$ cat src/rtl/interrupt_ack_pkg.sv
// Shared encodings and helpers for the interrupt-acknowledge sequencer.
package interrupt_ack_pkg;

  typedef enum logic [2:0] {
    CTL_READY = 3'b000,
    ACK1      = 3'b001,
    ACK2      = 3'b010,
    ACK3      = 3'b011,
    POLL      = 3'b100
  } ctl_state_e;

  // Level reported when an acknowledge finds no pending request.
  localparam logic [2:0] SPURIOUS_LEVEL = 3'd7;

  // Binary index of the set bit; the lowest set bit wins on a malformed input.
  function automatic logic [2:0] one_hot_to_level(input logic [7:0] one_hot);
    logic [2:0] level;
    level = 3'd0;
    for (int i = 7; i >= 0; i--) begin
      if (one_hot[i]) level = 3'(i);
    end
    return level;
  endfunction

endpackage

$ cat src/rtl/interrupt_ack_sequencer_sync_edge.sv
// Multi-stage synchronizer followed by a previous-value flop, yielding edge strobes.
module sync_edge_detect #(
  parameter int unsigned SyncStages = 2,
  parameter bit          ResetValue = 1'b0
) (
  input  logic clk_i,
  input  logic rst_ni,
  input  logic async_i,
  output logic rise_o,
  output logic fall_o
);

  logic [SyncStages-1:0] sync_q, sync_d;
  logic                  prev_q, prev_d;

  // Shift the pin into the chain; prev trails the synchronized output by one cycle.
  always_comb begin
    sync_d = {sync_q[SyncStages-2:0], async_i};
    prev_d = sync_q[SyncStages-1];
  end

  // Chain and history flops preset to the pin's idle level.
  always_ff @(posedge clk_i or negedge rst_ni) begin
    if (!rst_ni) begin
      sync_q <= {SyncStages{ResetValue}};
      prev_q <= ResetValue;
    end else begin
      sync_q <= sync_d;
      prev_q <= prev_d;
    end
  end

  assign rise_o = ~prev_q & sync_q[SyncStages-1];
  assign fall_o = prev_q & ~sync_q[SyncStages-1];

endmodule

$ cat src/rtl/interrupt_ack_sequencer.sv
// Sequences INTA pulse trains and poll reads, capturing the serviced level.
module interrupt_ack_sequencer
  import interrupt_ack_pkg::*;
#(
  parameter int unsigned SYNC_STAGES = 2
) (
  input  logic       clock,
  input  logic       reset_n,
  input  logic       interrupt_acknowledge_n,
  input  logic       read,
  input  logic       u8086_or_mcs80_config,
  input  logic [7:0] interrupt,
  input  logic       poll_command,
  input  logic       write_initial_command_word_1,
  output logic [2:0] control_state,
  output logic [2:0] interrupt_when_ack1,
  output logic       interrupt_valid,
  output logic       latch_in_service,
  output logic       freeze,
  output logic       end_of_acknowledge_sequence,
  output logic       end_of_poll_command
);

  logic inta_rise, inta_fall, read_rise, read_fall;

  ctl_state_e state_q, state_d;
  logic [2:0] level_q, level_d;
  logic       valid_q, valid_d;
  logic       mode_q, mode_d;
  logic       latch_q, latch_d;
  logic       freeze_q, freeze_d;
  logic       eoa_q, eoa_d;
  logic       eop_q, eop_d;

  logic [2:0] req_level;
  logic       req_valid;

  sync_edge_detect #(
    .SyncStages (SYNC_STAGES),
    .ResetValue (1'b1)
  ) u_inta_edge (
    .clk_i  (clock),
    .rst_ni (reset_n),
    .async_i(interrupt_acknowledge_n),
    .rise_o (inta_rise),
    .fall_o (inta_fall)
  );

  sync_edge_detect #(
    .SyncStages (SYNC_STAGES),
    .ResetValue (1'b0)
  ) u_read_edge (
    .clk_i  (clock),
    .rst_ni (reset_n),
    .async_i(read),
    .rise_o (read_rise),
    .fall_o (read_fall)
  );

  // Level/valid that a capture would record this cycle.
  always_comb begin
    req_valid = (interrupt != 8'd0);
    req_level = req_valid ? one_hot_to_level(interrupt) : SPURIOUS_LEVEL;
  end

  // Next-state, capture and strobe decode; ICW1 overrides everything.
  always_comb begin
    state_d = state_q;
    level_d = level_q;
    valid_d = valid_q;
    mode_d  = mode_q;
    latch_d = 1'b0;
    eoa_d   = 1'b0;
    eop_d   = 1'b0;

    if (write_initial_command_word_1) begin
      state_d = CTL_READY;
      level_d = 3'd0;
      valid_d = 1'b0;
    end else begin
      case (state_q)
        CTL_READY: begin
          if (inta_fall) begin
            state_d = ACK1;
            level_d = req_level;
            valid_d = req_valid;
            latch_d = req_valid;
            mode_d  = u8086_or_mcs80_config;
          end else if (poll_command) begin
            state_d = POLL;
          end
        end
        ACK1: begin
          if (inta_fall) state_d = ACK2;
        end
        ACK2: begin
          if (mode_q) begin
            if (inta_rise) begin
              eoa_d   = 1'b1;
              state_d = CTL_READY;
            end
          end else if (inta_fall) begin
            state_d = ACK3;
          end
        end
        ACK3: begin
          if (inta_rise) begin
            eoa_d   = 1'b1;
            state_d = CTL_READY;
          end
        end
        POLL: begin
          if (read_rise) begin
            level_d = req_level;
            valid_d = req_valid;
            latch_d = req_valid;
          end else if (read_fall) begin
            eop_d   = 1'b1;
            state_d = CTL_READY;
          end
        end
        default: state_d = CTL_READY;
      endcase
    end

    freeze_d = (state_d != CTL_READY);
  end

  // All outputs registered so downstream sees glitch-free levels and strobes.
  always_ff @(posedge clock or negedge reset_n) begin
    if (!reset_n) begin
      state_q  <= CTL_READY;
      level_q  <= 3'd0;
      valid_q  <= 1'b0;
      mode_q   <= 1'b0;
      latch_q  <= 1'b0;
      freeze_q <= 1'b0;
      eoa_q    <= 1'b0;
      eop_q    <= 1'b0;
    end else begin
      state_q  <= state_d;
      level_q  <= level_d;
      valid_q  <= valid_d;
      mode_q   <= mode_d;
      latch_q  <= latch_d;
      freeze_q <= freeze_d;
      eoa_q    <= eoa_d;
      eop_q    <= eop_d;
    end
  end

  assign control_state               = state_q;
  assign interrupt_when_ack1         = level_q;
  assign interrupt_valid             = valid_q;
  assign latch_in_service            = latch_q;
  assign freeze                      = freeze_q;
  assign end_of_acknowledge_sequence = eoa_q;
  assign end_of_poll_command         = eop_q;

endmodule

$ cat config.mk
export PLATFORM = sky130hd
export DESIGN_NAME = interrupt_ack_sequencer
export DESIGN_NICKNAME = d
export VERILOG_FILES = /design/src/rtl/interrupt_ack_pkg.sv /design/src/rtl/interrupt_ack_sequencer_sync_edge.sv /design/src/rtl/interrupt_ack_sequencer.sv
export SDC_FILE = /design/constraint.sdc
export NUM_CORES = 1
export LEC_CHECK = 0
export BUFFER_PORTS_ARGS = -buffer_cell sky130_fd_sc_hd__buf_2
export CAP_MARGIN = 20
export CORE_MARGIN = 8
export CORE_UTILIZATION = 47
export CTS_CLUSTER_SIZE = 30
export DETAILED_ROUTE_END_ITERATION = 6
export GPL_TIMING_DRIVEN = 0
export PLACE_DENSITY = 0.79
export SYNTH_ARGS = -nofsm -noshare
export SYNTH_HDL_FRONTEND = slang
export SYNTH_SLANG_ARGS = --single-unit
$ cat constraint.sdc
create_clock -name clock -period 2.1 [get_ports clock]
set_input_delay 0.42 -clock clock [delete_from_list [all_inputs] [get_ports clock]]
set_output_delay 0.42 -clock clock [all_outputs]
set_load 0.05 [all_outputs]
==> results.json <==
{
  "status": "finished, final reports clean",
  "fin_crit_sh_pct": 78.6,
  "skew_ns": 0.0102,
  "dieArea_um2": 3110,
  "yosys.cell_types.count": 29,
  "ant_nets": 0,
  "required_ns": 2.32,
  "io_buffers": 25,
  "ys_seq_area_share_pct": 61.1,
  "wl_per_cell_um": 14.3,
  "clock-sinks": 18,
  "first_pass_iters": 4,
  "grt_max_degree": 19,
  "drive_gt1_share_pct": 37.6,
  "rrSetupSlack_ns": 0.45,
  "first_global_vias": 634,
  "hold_buffers": 0,
  "io_pins": 26,
  "rows": 14,
  "hp-class": "in2async",
  "place_congestion": 0.686,
  "cts_tree": "done",
  "path_buf_inv": 0,
  "power.leakage_nw": 0.471,
  "dp_hpwl_um": 1240,
  "slew_viol_final": 0,
  "vdd_drop_max_uv": 544,
  "finalSetupViolCount": 0,
  "fin_crit_ns": 1.65,
  "drv_cap": 0,
  "nets": 109,
  "drt_iter0_drc": 6,
  "antenna_found_initial": 0,
  "post-cts-setup-buffer-count": 0,
  "syn-cell-area_um2": 743,
  "synth-main-ff-cell": "dfrtp_1",
  "cp.arrival_ns": 1.87,
  "async_reset_ff_share_pct": 100,
  "powerDensity_nw_per_um2": 746,
  "vias": 580,
  "worstMarginPinSlew_ns": 0.377,
  "htreeDepth": 1,
  "reg2regPathDepth": 4,
  "clockBufferDepth": 2,
  "grt_use_total_pct": 10.4,
  "cts_buffers": 3,
  "rsz0062_at_grt": "no",
  "grt_pass1_wl_um": 2680,
  "cts.repair.resized": 0,
  "diodes": 0,
  "coreArea_um2": 1490,
  "syn_inst": 64,
  "crit_path_max_fanout": 7,
  "synth_edf_count": 0,
  "fmax_mhz": 606,
  "hold_slack_ns": 0.0381,
  "r2r_end": "interrupt_when_ack1[1]$_DFFE_PN0P_",
  "drc": 0,
  "crit_chain": "nor3b_2 > o21ai_2 > or4_1 > a21oi_1",
  "slowest_delay_ns": 0.56,
  "die_h_um": 55.8,
  "cp_top_family": "simple AND/OR/NAND/NOR gates",
  "slew_headroom_pct": 74.7,
  "crit_path_end_kind": "register",
  "fin_tns_setup_ns": 0,
  "syn_nets": 79,
  "finalHoldViolations": 0,
  "die_w_um": 55.8,
  "critPathLaunchType": "register",
  "avgSynthCellArea_um2": 11.6,
  "criticalPathCategory": "reg2reg",
  "initial_utilization_pct": 49.9,
  "cts_root_buffer": "clkbuf_4",
  "r2r-start": "u_inta_edge.prev_q$_DFF_PN1_",
  "routed_via_density": 5.32,
  "ys_ff_latch": 18,
  "cts.reportedPaths.clkPinSlew_ns": 0.10,
  "yosysWarningCount": 0,
  "drt_wl_total_um": 1560,
  "cp_slowest_cell": "dfstp_2",
  "clkLatencyLatePin_ns": 0.28,
  "overflow": 0,
  "area_delta_synth_final_pct": 23.1
}
Yosys cell counts (2+ instances only):
cell type	instances	area [um2]
a21oi_1	3	15.0
dfrtp_1	15	375
dfstp_2	3	78.8
inv_1	3	11.3
nand2_1	3	11.3
nand2b_1	3	18.8
nor2_1	8	30.0
nor2b_1	2	12.5
nor3_1	3	15.0
or3_1	2	12.5
sequential cells by signal, indices dropped and copies added, names as in the netlist, 2 cells and up:
signal / count
control_state: 3
interrupt_when_ack1: 3
u_inta_edge.sync_q: 2
u_read_edge.sync_q: 2
metrics by stage:
stage | std cells | area (um2) | worst slack, ns | power [mW] | util (%)
after floorplan | 64 | 743 | 0.414 | 0.474 | -
after global placement | 105 | 888 | 0.521 | 0.515 | 59.7
after detailed placement | 105 | 888 | 0.481 | 0.521 | 59.7
after CTS | 109 | 915 | 0.447 | 0.697 | 61.4
after global routing | 109 | 915 | 0.356 | 0.724 | 61.4
final | 109 | 915 | 0.449 | 0.682 | 61.4
worst max-delay path by stage:
stage                                       startpoint                                 end  slack [ns]  cells after the start
after floorplan             control_state[2]$_DFF_PN0_  interrupt_when_ack1[1]$_DFFE_PN0P_        0.41                      4
after detailed placement  u_inta_edge.prev_q$_DFF_PN1_  interrupt_when_ack1[1]$_DFFE_PN0P_        0.48                      4
after CTS                 u_inta_edge.prev_q$_DFF_PN1_  interrupt_when_ack1[1]$_DFFE_PN0P_        0.45                      4
after global routing      u_inta_edge.prev_q$_DFF_PN1_  interrupt_when_ack1[1]$_DFFE_PN0P_        0.36                      4
final                     u_inta_edge.prev_q$_DFF_PN1_  interrupt_when_ack1[1]$_DFFE_PN0P_        0.45                      4
after global placement    u_inta_edge.prev_q$_DFF_PN1_  interrupt_when_ack1[1]$_DFFE_PN0P_        0.52                      4
kinds of logic after synthesis:
family | count (synthesis) | share of synthesized area [%]
and+or+nand+nor | 30 | 23.2
DFF | 18 | 61.1
AOI/OAI and AO/OA | 11 | 11.3
buffers and inverters | 3 | 1.52
muxes | 2 | 2.86
placed cells by master, fill, tap and decap left out, types with 2 or more instances in the layout:
cell type  synthesis  routed
a21oi_1            3       3
buf_2              0      25
clkbuf_4           0       3
dfrtp_1           15      15
dfstp_2            3       3
inv_1              3       3
nand2_1            3       3
nand2b_1           3       3
nor2_1             8       8
nor2b_1            2       2
nor3_1             3       3
or3_1              2       2
metal layers:
layer / share of wire [%] / global-route usage [%] / vias to the layer above
met5: 0 / 0 / -
met4: 0.58 / 4.23 / 0
met3: 6.0 / 4.11 / 2
met2: 53 / 18.1 / 15
met1: 40 / 10.6 / 279
li1: - / - / 284
layout make-up:
type	instances	area, um2
inverters	3	11.3
clock buffers	4	26.3
multi-input cells	43	278
well taps	16	20.0
repair buffers	25	125
fillers	137	574
flip-flops and latches	18	454
report_power, final:
group	switching (mW)	internal, mW	total [mW]
Sequential	0.0164	0.371	0.387
Clock	0.0962	0.0737	0.170
Combinational	0.0828	0.0418	0.125
Total	0.195	0.487	0.682
No activity file was read; power rests on OpenSTA's default activity.
